## src/rtl/sp_ram_arbiter_if.sv

```systemverilog
// Bus bundle between the two core masters (instruction fetch, data/loader)
// and the single-port on-chip RAM. The arbiter takes the slave view; the
// surrounding core/RAM environment takes the master view.
interface sp_ram_arbiter_if #(
  parameter int ADDR_W = 32,
  parameter int DATA_W = 32
);
  logic              m0_req_i;
  logic              m0_gnt_o;
  logic              m0_rvalid_o;
  logic [ADDR_W-1:0] m0_addr_i;
  logic              m0_we_i;
  logic [DATA_W-1:0] m0_wdata_i;
  logic [DATA_W-1:0] m0_rdata_o;

  logic              m1_req_i;
  logic              m1_gnt_o;
  logic              m1_rvalid_o;
  logic [ADDR_W-1:0] m1_addr_i;
  logic              m1_we_i;
  logic [DATA_W-1:0] m1_wdata_i;
  logic [DATA_W-1:0] m1_rdata_o;

  logic              mem_req_o;
  logic              mem_gnt_i;
  logic              mem_rvalid_i;
  logic [ADDR_W-1:0] mem_addr_o;
  logic              mem_we_o;
  logic [DATA_W-1:0] mem_wdata_o;
  logic [DATA_W-1:0] mem_rdata_i;

  modport slave (
    input  m0_req_i, m0_addr_i, m0_we_i, m0_wdata_i,
    output m0_gnt_o, m0_rvalid_o, m0_rdata_o,
    input  m1_req_i, m1_addr_i, m1_we_i, m1_wdata_i,
    output m1_gnt_o, m1_rvalid_o, m1_rdata_o,
    output mem_req_o, mem_addr_o, mem_we_o, mem_wdata_o,
    input  mem_gnt_i, mem_rvalid_i, mem_rdata_i
  );

  modport master (
    output m0_req_i, m0_addr_i, m0_we_i, m0_wdata_i,
    input  m0_gnt_o, m0_rvalid_o, m0_rdata_o,
    output m1_req_i, m1_addr_i, m1_we_i, m1_wdata_i,
    input  m1_gnt_o, m1_rvalid_o, m1_rdata_o,
    input  mem_req_o, mem_addr_o, mem_we_o, mem_wdata_o,
    output mem_gnt_i, mem_rvalid_i, mem_rdata_i
  );
endinterface

```

## src/rtl/sp_ram_arbiter.sv

```systemverilog
// Two-master round-robin arbiter in front of the single-port RAM.
// Read data is captured in the grant cycle into a small response FIFO and
// handed back to the owning master when the RAM signals rvalid, so responses
// always return in grant order.
module sp_ram_arbiter #(
  parameter int ADDR_W = 32,
  parameter int DATA_W = 32,
  parameter int DEPTH  = 2
) (
  input  logic              clk,
  input  logic              rst,
  sp_ram_arbiter_if.slave   bus,
  output logic              err_o
);
  localparam int PTR_W = (DEPTH > 1) ? $clog2(DEPTH) : 1;
  localparam int CNT_W = $clog2(DEPTH) + 1;

  logic              r_prio;
  logic              r_startMask;
  logic              r_err;
  logic [PTR_W-1:0]  r_wrPtr;
  logic [PTR_W-1:0]  r_rdPtr;
  logic [CNT_W-1:0]  r_count;
  logic              r_fifoOwner [DEPTH];
  logic [DATA_W-1:0] r_fifoData  [DEPTH];

  logic              w_sel;
  logic              w_anyReq;
  logic              w_full;
  logic              w_empty;
  logic              w_memReq;
  logic              w_grant;
  logic              w_pop;
  logic              w_headOwner;
  logic [ADDR_W-1:0] w_addr;

  // Selection, request forwarding and response routing are all combinational
  // so a 1-cycle RAM sees one access per cycle.
  always_comb begin
    w_anyReq    = bus.m0_req_i | bus.m1_req_i;
    w_sel       = (bus.m0_req_i & bus.m1_req_i) ? r_prio : bus.m1_req_i;
    w_full      = (r_count == CNT_W'(DEPTH));
    w_empty     = (r_count == '0);
    w_memReq    = w_anyReq & ~w_full;
    w_grant     = w_memReq & bus.mem_gnt_i;
    w_pop       = bus.mem_rvalid_i & ~w_empty & ~rst;
    w_headOwner = r_fifoOwner[r_rdPtr];
    w_addr      = w_sel ? bus.m1_addr_i : bus.m0_addr_i;

    bus.mem_req_o   = w_memReq;
    bus.mem_addr_o  = w_addr;
    bus.mem_we_o    = w_sel ? bus.m1_we_i    : bus.m0_we_i;
    bus.mem_wdata_o = w_sel ? bus.m1_wdata_i : bus.m0_wdata_i;

    bus.m0_gnt_o    = w_grant & ~w_sel;
    bus.m1_gnt_o    = w_grant &  w_sel;
    bus.m0_rvalid_o = w_pop & ~w_headOwner;
    bus.m1_rvalid_o = w_pop &  w_headOwner;
    bus.m0_rdata_o  = r_fifoData[r_rdPtr];
    bus.m1_rdata_o  = r_fifoData[r_rdPtr];
  end

  // Round-robin pointer hands priority to the loser of each grant.
  always_ff @(posedge clk) begin
    if (rst) begin
      r_prio <= 1'b0;
    end else if (w_grant) begin
      r_prio <= ~w_sel;
    end
  end

  // Response FIFO: push {owner, rdata} on every grant, pop on every matched rvalid.
  always_ff @(posedge clk) begin
    if (rst) begin
      r_wrPtr <= '0;
      r_rdPtr <= '0;
      r_count <= '0;
    end else begin
      if (w_grant) begin
        r_fifoOwner[r_wrPtr] <= w_sel;
        r_fifoData[r_wrPtr]  <= bus.mem_rdata_i;
        r_wrPtr <= (r_wrPtr == PTR_W'(DEPTH - 1)) ? '0 : r_wrPtr + PTR_W'(1);
      end
      if (w_pop) begin
        r_rdPtr <= (r_rdPtr == PTR_W'(DEPTH - 1)) ? '0 : r_rdPtr + PTR_W'(1);
      end
      case ({w_grant, w_pop})
        2'b10:   r_count <= r_count + CNT_W'(1);
        2'b01:   r_count <= r_count - CNT_W'(1);
        default: r_count <= r_count;
      endcase
    end
  end

  // Sticky error on an rvalid with nothing outstanding; ignored in the first
  // cycle after reset so a response to a pre-reset access is harmless.
  always_ff @(posedge clk) begin
    if (rst) begin
      r_err       <= 1'b0;
      r_startMask <= 1'b1;
    end else begin
      r_startMask <= 1'b0;
      if (bus.mem_rvalid_i && w_empty && !r_startMask) begin
        r_err <= 1'b1;
      end
    end
  end

  assign err_o = r_err;

endmodule

```

## src/flat_wrapper.sv

```systemverilog
// flat-port wrapper written by rule: the top's interface ports become plain ports
module sp_ram_arbiter_flat 
#(
  parameter int ADDR_W = 32,
  parameter int DATA_W = 32,
  parameter int DEPTH  = 2
)
  (clk, rst, err_o, bus_m0_req_i, bus_m0_addr_i, bus_m0_we_i, bus_m0_wdata_i, bus_m0_gnt_o, bus_m0_rvalid_o, bus_m0_rdata_o, bus_m1_req_i, bus_m1_addr_i, bus_m1_we_i, bus_m1_wdata_i, bus_m1_gnt_o, bus_m1_rvalid_o, bus_m1_rdata_o, bus_mem_req_o, bus_mem_addr_o, bus_mem_we_o, bus_mem_wdata_o, bus_mem_gnt_i, bus_mem_rvalid_i, bus_mem_rdata_i);
  sp_ram_arbiter_if #(.ADDR_W(ADDR_W), .DATA_W(DATA_W)) bus_i ();
  input  logic clk;
  input  logic rst;
  output logic err_o;
  input wire logic [$bits(bus_i.m0_req_i)-1:0] bus_m0_req_i;
  input wire logic [$bits(bus_i.m0_addr_i)-1:0] bus_m0_addr_i;
  input wire logic [$bits(bus_i.m0_we_i)-1:0] bus_m0_we_i;
  input wire logic [$bits(bus_i.m0_wdata_i)-1:0] bus_m0_wdata_i;
  output wire logic [$bits(bus_i.m0_gnt_o)-1:0] bus_m0_gnt_o;
  output wire logic [$bits(bus_i.m0_rvalid_o)-1:0] bus_m0_rvalid_o;
  output wire logic [$bits(bus_i.m0_rdata_o)-1:0] bus_m0_rdata_o;
  input wire logic [$bits(bus_i.m1_req_i)-1:0] bus_m1_req_i;
  input wire logic [$bits(bus_i.m1_addr_i)-1:0] bus_m1_addr_i;
  input wire logic [$bits(bus_i.m1_we_i)-1:0] bus_m1_we_i;
  input wire logic [$bits(bus_i.m1_wdata_i)-1:0] bus_m1_wdata_i;
  output wire logic [$bits(bus_i.m1_gnt_o)-1:0] bus_m1_gnt_o;
  output wire logic [$bits(bus_i.m1_rvalid_o)-1:0] bus_m1_rvalid_o;
  output wire logic [$bits(bus_i.m1_rdata_o)-1:0] bus_m1_rdata_o;
  output wire logic [$bits(bus_i.mem_req_o)-1:0] bus_mem_req_o;
  output wire logic [$bits(bus_i.mem_addr_o)-1:0] bus_mem_addr_o;
  output wire logic [$bits(bus_i.mem_we_o)-1:0] bus_mem_we_o;
  output wire logic [$bits(bus_i.mem_wdata_o)-1:0] bus_mem_wdata_o;
  input wire logic [$bits(bus_i.mem_gnt_i)-1:0] bus_mem_gnt_i;
  input wire logic [$bits(bus_i.mem_rvalid_i)-1:0] bus_mem_rvalid_i;
  input wire logic [$bits(bus_i.mem_rdata_i)-1:0] bus_mem_rdata_i;
  assign bus_i.m0_req_i = bus_m0_req_i;
  assign bus_i.m0_addr_i = bus_m0_addr_i;
  assign bus_i.m0_we_i = bus_m0_we_i;
  assign bus_i.m0_wdata_i = bus_m0_wdata_i;
  assign bus_m0_gnt_o = bus_i.m0_gnt_o;
  assign bus_m0_rvalid_o = bus_i.m0_rvalid_o;
  assign bus_m0_rdata_o = bus_i.m0_rdata_o;
  assign bus_i.m1_req_i = bus_m1_req_i;
  assign bus_i.m1_addr_i = bus_m1_addr_i;
  assign bus_i.m1_we_i = bus_m1_we_i;
  assign bus_i.m1_wdata_i = bus_m1_wdata_i;
  assign bus_m1_gnt_o = bus_i.m1_gnt_o;
  assign bus_m1_rvalid_o = bus_i.m1_rvalid_o;
  assign bus_m1_rdata_o = bus_i.m1_rdata_o;
  assign bus_mem_req_o = bus_i.mem_req_o;
  assign bus_mem_addr_o = bus_i.mem_addr_o;
  assign bus_mem_we_o = bus_i.mem_we_o;
  assign bus_mem_wdata_o = bus_i.mem_wdata_o;
  assign bus_i.mem_gnt_i = bus_mem_gnt_i;
  assign bus_i.mem_rvalid_i = bus_mem_rvalid_i;
  assign bus_i.mem_rdata_i = bus_mem_rdata_i;
  sp_ram_arbiter #(.ADDR_W(ADDR_W), .DATA_W(DATA_W), .DEPTH(DEPTH)) u_core (.clk(clk), .rst(rst), .bus(bus_i), .err_o(err_o));
endmodule
```

## config.mk

```make
export PLATFORM = sky130hd
export DESIGN_NAME = sp_ram_arbiter_flat
export DESIGN_NICKNAME = d
export VERILOG_FILES = /design/src/rtl/sp_ram_arbiter_if.sv /design/src/rtl/sp_ram_arbiter.sv /design/src/flat_wrapper.sv
export SDC_FILE = /design/constraint.sdc
export NUM_CORES = 1
export LEC_CHECK = 0
export CAP_MARGIN = 20
export CORE_AREA = 2 2 116 118
export DETAILED_ROUTE_END_ITERATION = 7
export DIE_AREA = 0 0 118 120
export GPL_ROUTABILITY_DRIVEN = 0
export PLACE_DENSITY = 0.81
export SYNTH_ARGS = -nofsm -noshare
export SYNTH_HDL_FRONTEND = slang
export SYNTH_SLANG_ARGS = --single-unit
```

## constraint.sdc

```tcl
create_clock -name clk -period 10.86 [get_ports clk]
set_clock_uncertainty 0.05 [all_clocks]
set_input_delay 1.086 -clock clk [delete_from_list [all_inputs] [get_ports clk]]
set_output_delay 1.086 -clock clk [all_outputs]
set_load 0.05 [all_outputs]
```

## Word level (Yosys, flattened, before mapping)

Memories as Yosys holds them, arrays and structs flattened. A register that Yosys moved wholly into a read port is not among the register bits.
Index checks and enable logic that the tools add are counted.
W data, S select, Z words.

- Flip-flop bits (word level): 7
- Memory bits (writable): 66
- Word-level logic and storage cells: 50
- Memories kept: 2

Memories:

| memory | words | bits a word | read ports | clocked after Yosys merged registers in | write ports | RTL line | source |
|---|---|---|---|---|---|---|---|
| u_core.r_fifoData | 2 | 32 | 1 | 1 | 1 | sp_ram_arbiter.sv:25 | `logic [DATA_W-1:0] r_fifoData [DEPTH];` |
| u_core.r_fifoOwner | 2 | 1 | 1 | 1 | 1 | sp_ram_arbiter.sv:24 | `logic r_fifoOwner [DEPTH];` |

- Equal/unequal tests: 3
- Add/sub/neg operators: 4
- Reductions and logical operators: 5
- Mux-type cells: 15
- Bitwise logic cells: 15

Operators by type and width:

| operator | count |
|---|---|
| $mux W32 | 2 |
| $mux W1 | 12 |
| $and A1 B1 Y1 | 9 |
| $not A1 Y1 | 5 |
| $eq A2 B2 Y1 const B | 2 |
| $pmux W2 S2 | 1 |
| $add A1 B1 Y1 const B | 2 |
| $add A2 B1 Y2 const B | 1 |
| $eq A2 B1 Y1 const B | 1 |
| $logic_and A1 B1 Y1 | 2 |
| $logic_not A2 Y1 | 1 |
| $reduce_bool A2 Y1 | 1 |
| $sub A2 B1 Y2 const B | 1 |
| $logic_not A1 Y1 | 1 |
| $or A1 B1 Y1 | 1 |

## Longest topological paths before layout

Gate-level depths: netlist of run 1.

- Depth after elaboration: 7
- Gate-level depth with buffers: 6
- Depth with buffers taken out: 6

## Worst setup path before layout of run 1

No wires, ideal clock.

- Path type: input to register
- Start: input bus_m1_req_i
- End: memory u_core.r_fifoData[1][0], enable pin
- Cell stages on the path: 2
- Library setup time: 471 ps
- Path slack: 6541 ps
- Data arrival time: 3797 ps
- Cells stage by stage: o211ai_1 > nor3b_1

- Word-level cells in the longest chain between the ends: 6

Ends and longest elaborated chain:

| element | RTL line | source |
|---|---|---|
| from (decl) | flat_wrapper.sv:20 | `input wire logic [$bits(bus_i.m1_req_i)-1:0] bus_m1_req_i;` |
| $or A1 B1 Y1 | sp_ram_arbiter.sv:40 | `w_anyReq = bus.m0_req_i \| bus.m1_req_i;` |
| $and A1 B1 Y1 | sp_ram_arbiter.sv:44 | `w_memReq = w_anyReq & ~w_full;` |
| $and A1 B1 Y1 | sp_ram_arbiter.sv:45 | `w_grant = w_memReq & bus.mem_gnt_i;` |
| $mux W1 | sp_ram_arbiter.sv:79 | `if (w_grant) begin` |
| $mux W1 | sp_ram_arbiter.sv:74 | `if (rst) begin` |
| $mux W1 (not written as such) | sp_ram_arbiter.sv:81 | `r_fifoData[r_wrPtr] <= bus.mem_rdata_i;` |
| to (decl) | sp_ram_arbiter.sv:25 |  |

No other way between the ends.

## Final worst setup path of run 1

- Start: input bus_m1_req_i
- End: output bus_mem_addr_o[31]

- Word-level cells in the longest chain between the ends: 3

Ends and longest elaborated chain:

| element | RTL line | source |
|---|---|---|
| $and A1 B1 Y1 | sp_ram_arbiter.sv:41 | `w_sel = (bus.m0_req_i & bus.m1_req_i) ? r_prio : bus.m1_req_i;` |
| $mux W1 * | sp_ram_arbiter.sv:41 |  |
| $mux W32 * | sp_ram_arbiter.sv:48 | `w_addr = w_sel ? bus.m1_addr_i : bus.m0_addr_i;` |
| to (decl) | flat_wrapper.sv:28 | `output wire logic [$bits(bus_i.mem_addr_o)-1:0] bus_mem_addr_o;` |

Mark *: on every way between the ends. The rest lies on a longest branch, timed or not.

==> impl_metrics.ini, run 1 <==
[logic_synthesis]
synthXorXnorAreaFrac = 0.00684
synth_fa_ha_area_frac = 0.00326
yosysSeqAreaShare = 0.557
syn_area_um2 = 3840
syn_area_per_cell_um2 = 15.4
synthDominantCellAreaShare = 0.516
synth_most_common_cell = mux2_2
synth_cell_types = 27
syn_nets = 419
synthArstFlopShare = 0
synth_compound_area_frac = 0.0137
yosys_warnings = 0
synthSimpleGateAreaFrac = 0.0287
yosysTopAreaCell = edfxtp_1
synth_mux_area_frac = 0.304
synth-seq-cells = 74
netlist_instances = 250
ys_top_cells_by_area = edfxtp_1 52%, mux2_2 24%, mux2_4 6.6%, buf_4 6.3%, dfxtp_1 4.2%
synth_top_family_by_area = multiplexers
synth-main-ff-cell = edfxtp_1
synth_top_cells_by_count = 81 x mux2_2, 66 x edfxtp_1, 32 x buf_4
synth_edf_count = 66

[final_layout]
final_cell_count_no_fill = 702
area_growth_pct = 84.4
fin_nets = 690
drive_gt1_frac = 0.226
post-route-util = 0.546
antenna_cells = 0
fillers = 1080

[timing]
drv_slew = 0
period_share = 0.438
hold_ws_ns = 0.410
relSlewSlack = 0.388
fmax_ghz = 0.210
fin_crit_ns = 4.76
rsz0062_at_grt = no
worstMarginPinSlew_ns = 0.918
setup_viol = 0
setup_ws_ns = 6.10
tns_ns = 0
finalHoldViolations = 0

[clock_network]
cts_tree = done
h-tree-depth = 3
cts_made_buffers = 9
hold_buffers = 0
cts_setup_buffers = 0
cts_buffer_depth = 2
cts_resized = 0
clk_pin_slew_ns = 0.06
cts.root.buffer_cell = clkbuf_16
cts_sinks = 74
clock_latency_ns = 0.32

[critical_path]
cp_top_family = buffers and inverters
timing.critical_path.buf_inv = 2
crit_path_max_fanout = 69
critPathKind = input pin to output port
crit_slowest_cell = and2_4
cp-start-kind = input pin
crit_chain = clkdlybuf4s50_1 > and2_4 > mux2_2 > clkdlybuf4s50_1
worstPathArrival_ns = 3.62
cp.required_ns = 9.72
crit_path_end_kind = output port
path_common_cell = clkdlybuf4s50_1
slowest_delay_ns = 0.79

[detailed_routing]
drc_errors = 0
drtIter0Drc = 87
first_pass_iters = 4
viasPerCell = 4.37
drt_wl_total_um = 11900
via_count = 3069
wl_per_cell_um = 16.9
ant_nets = 0

[power]
leakagePower_nw = 2.52
peakVddDrop_uv = 88.1
p_per_area_nw_per_um2 = 159

[global_routing]
grt.overflow.total = 0
antenna_found_initial = 0
grt_use_total = 0.159
grt_pass1_wl_um = 17600
grt_max_degree = 70
grt_pass1_vias = 3221

[floorplanning]
die_h_um = 120
chipWidth_um = 118
core_um2 = 13000
ioPinCount = 303
start_util = 0.296
die_area_um2 = 14200
rows = 42

[place]
port_buffers = 302
place_hpwl_um = 9450
dp_cells = 686
pre_cts_slack_ns = 6.12

[hold_path]
hold_path_class = flop to flop

[status]
status = completed

[flow_run]
max_cap_violations = 0
[report_power, final]
part	switching (W)	total, W	internal [W]
logic	0.000303	0.000507	0.000204
registers	0.00000575	0.000333	0.000327
clock network	0.000110	0.000288	0.000178
total	0.000418	0.00113	0.000710
[final timing paths]
kind / from / end / slack (ns) / depth (start not counted)
worst max-delay path: bus_m1_req_i / bus_mem_addr_o[31] / 6.10 / 4
worst min-delay path: u_core.r_prio / u_core.r_prio / 0.41 / 2
worst max register to register: u_core.r_count[0] / u_core.r_fifoData[1][25] / 8.77 / 4
worst min register to register: u_core.r_prio / u_core.r_prio / 0.41 / 2
[metal layers]
layer,vias up,track usage,share of wire
met1,1463,0.176,0.39
met5,-,0,0
met3,13,0.0566,0.085
met2,152,0.287,0.51
met4,0,0.0459,0.016
li1,1441,-,-
[state kept, by name, indices dropped and copies added, names as in the netlist, named ones only]
register	flops
u_core.err_o	1
u_core.r_count	2
u_core.r_fifoData	64
u_core.r_fifoOwner	2
u_core.r_prio	1
u_core.r_rdPtr	1
u_core.r_startMask	1
u_core.r_wrPtr	1
[area by class of cell]
type / instances / area, µm² / area share
clock buffer: 10 / 229 / 0.0323
clock inverter: 6 / 65.1 / 0.00918
inverter: 1 / 3.75 / 0.000530
multi-input combinational: 130 / 1380 / 0.195
sequential: 74 / 2140 / 0.302
tap: 176 / 220 / 0.0311
timing repair buffer: 305 / 3050 / 0.430
[cell usage in the layout, fill, tap and decap left out]
master	Yosys	final
clkdlybuf4s50_1	0	302
mux2_2	81	81
edfxtp_1	66	66
mux2_4	17	17
clkbuf_16	0	9
nor2_1	8	8
dfxtp_1	8	8
nor2b_1	3	3
buf_4	32	3
nand2b_1	2	2
o21ai_0	2	2
o21a_1	2	2
xor2_1	2	2
a21oi_1	2	2
clkinv_2	0	2
o211ai_1	1	1
and2_4	1	1
nor3_2	0	1
and2_1	1	1
nor4_1	1	1
nor3b_2	0	1
xnor2_1	1	1
or3_1	1	1
inv_1	1	1
a41o_1	1	1
nor4b_1	1	1
ha_1	1	1
clkbuf_1	2	1
bufinv_16	0	1
inv_6	0	1
clkinv_4	0	1
clkinvlp_4	0	1
[kinds of logic after synthesis]
| group | count (synthesis) |
|---|---|
| and+or+nand+nor | 20 |
| xor gates and xnor gates | 3 |
| buffers and inverters | 46 |
| DFF | 74 |
| AOI/OAI and AO/OA | 8 |
| muxes | 98 |
| adders and majority gates | 1 |
[worst min-delay path, stage by stage, from the launching register on]
cell     delay (ns)
dfxtp_1        0.31
inv_1          0.05
a21oi_1        0.05
[stage by stage]
step	instance area [µm²]	power, W
4_1_cts	7080	0.00114
5_1_grt	7080	0.00117
3_5_place_dp	6790	0.000848
3_3_place_gp	6790	0.000842
2_1_floorplan	3840	0.000684
6_report	7080	0.00113
No activity file was read; power rests on OpenSTA's default activity.
==> inputs of run 2 (changes only) <==
Settings changed: CORE_AREA 2 2 116 118 to unset, CORE_MARGIN set to 2, CORE_UTILIZATION set to 30, DIE_AREA 0 0 118 120 to unset, PLACE_DENSITY 0.81 to 0.84.
Clock period 10.86 ns to 4.2 ns, I/O delays scaled along.
==> run 2 against run 1 <==
Via count is 1.0% lower. Worst hold slack worse by 0.0034 ns. Register-to-register slack worse by 6.9 ns. Largest cell class unchanged. Highest routed layer unchanged.
==> impl_metrics.ini, run 2 (synthesized netlist as in run 1, its figures left out) <==
[status]
status = completed

[detailed_routing]
ant_nets = 0
drtIter0Drc = 123
wl_per_cell_um = 18.1
first_pass_iters = 4
viasPerCell = 4.35
drt_wl_total_um = 12700
via_count = 3038
drc_errors = 0

[clock_network]
cts_tree = done
cts_resized = 0
hold_buffers = 0
cts_made_buffers = 9
clock_latency_ns = 0.32
cts_sinks = 74
cts.root.buffer_cell = clkbuf_16
cts_setup_buffers = 0
h-tree-depth = 3
clk_pin_slew_ns = 0.06
cts_buffer_depth = 2

[critical_path]
crit_path_end_kind = output port
cp-start-kind = input pin
slowest_delay_ns = 0.73
worstPathArrival_ns = 2.90
crit_slowest_cell = clkdlybuf4s50_1
cp.required_ns = 3.73
path_common_cell = clkdlybuf4s50_1
regToRegSetupSlack_ns = 1.82
crit_chain = clkdlybuf4s50_1 > nand2b_1 > and2_4 > buf_12 > mux2_2 > clkdlybuf4s50_1
crit_path_max_fanout = 37
critPathKind = input pin to output port

[hold_path]
hold_path_class = flop to flop

[floorplanning]
ioPinCount = 303
chipWidth_um = 117
die_area_um2 = 13700
core_um2 = 12600
die_h_um = 117
rows = 41
start_util = 0.306

[final_layout]
largest_reg_flops = 64
mostFrequentLayoutCell = clkdlybuf4s50_1
mostFrequentLayoutCells = 302 x clkdlybuf4s50_1, 81 x mux2_2, 66 x edfxtp_1
fin_nets = 691
drive_gt1_frac = 0.230
fillers = 1018
largest-register = u_core.r_fifoData
multi_input_area_um2 = 1380
post-route-util = 0.568
seqCellArea_um2 = 2140
area_growth_pct = 85.8
antenna_cells = 0
top_regs = u_core.r_fifoData x64, u_core.r_count x2, u_core.r_fifoOwner x2

[power]
peakVddDrop_uv = 285
p_per_area_nw_per_um2 = 415
leakagePower_nw = 2.54

[global_routing]
grt_use_total = 0.165
grt_pass1_vias = 3213
antenna_found_initial = 0
grt.overflow.total = 0
grt_pass1_wl_um = 17000
grt_max_degree = 38

[place]
port_buffers = 302
place_hpwl_um = 10200

[timing]
fin_crit_ns = 3.37
worstMarginPinSlew_ns = 0.994
tns_ns = 0
finalHoldViolations = 0
period_share = 0.802
drv_slew = 0
relSlewSlack = 0.334
fmax_ghz = 0.297
setup_viol = 0
rsz0062_at_grt = no

[flow_run]
max_cap_violations = 0
## run 2: cell types whose count changed in the layout (fill, tap and decap cells not counted)
cell / change
buf_12: +3
buf_4: -2
clkbuf_1: -1
clkinv_2: -2
clkinv_4: -1
clkinvlp_4: +1
inv_6: +1
inv_8: +2
## run 2: area by class of cell
type / count / area share
Clock buffer: 9 / 0.0315
Clock inverter: 7 / 0.0119
Timing Repair Buffer: 306 / 0.433
Sequential cell: 74 / 0.300
Multi-Input combinational cell: 130 / 0.193
Tap cell: 172 / 0.0301
Inverter: 1 / 0.000526
## run 2: critical path: cells and delay by family
family        cells  cell delay [ns]
simple gates      2             0.59
buf+inv           3             1.47
mux               1             0.37
## run 2: per-stage QoR
step           instances  cell area [µm²]  total power [W]  worst slack [ns]  hold slack [ns]
2_1_floorplan        250             3840          0.00177             0.435            0.366
3_3_place_gp         683             6830          0.00219             0.912            0.380
4_1_cts              699             7140          0.00299             0.842            0.409
6_report             699             7140          0.00296             0.831            0.407
5_1_grt              699             7140          0.00307             0.781            0.443
3_5_place_dp         683             6830          0.00220             0.852            0.402
## run 2: worst paths after layout
kind                      from                  endpoint  cells after the start
max               bus_m0_req_i        bus_mem_addr_o[29]                      6
min              u_core.r_prio             u_core.r_prio                      2
max reg2reg  u_core.r_count[0]  u_core.r_fifoData[0][12]                      4
min reg2reg      u_core.r_prio             u_core.r_prio                      2
## run 2: power by group
group          internal, W  switching, W
registers         0.000846     0.0000157
clock network     0.000472      0.000307
logic             0.000534      0.000788
## run 2: per-layer routing
layer	GRT usage	vias up	share of wire
met5	0	-	0
met4	0.0267	0	0.0076
met3	0.0602	8	0.086
met2	0.297	148	0.52
met1	0.193	1442	0.38
li1	-	1440	-
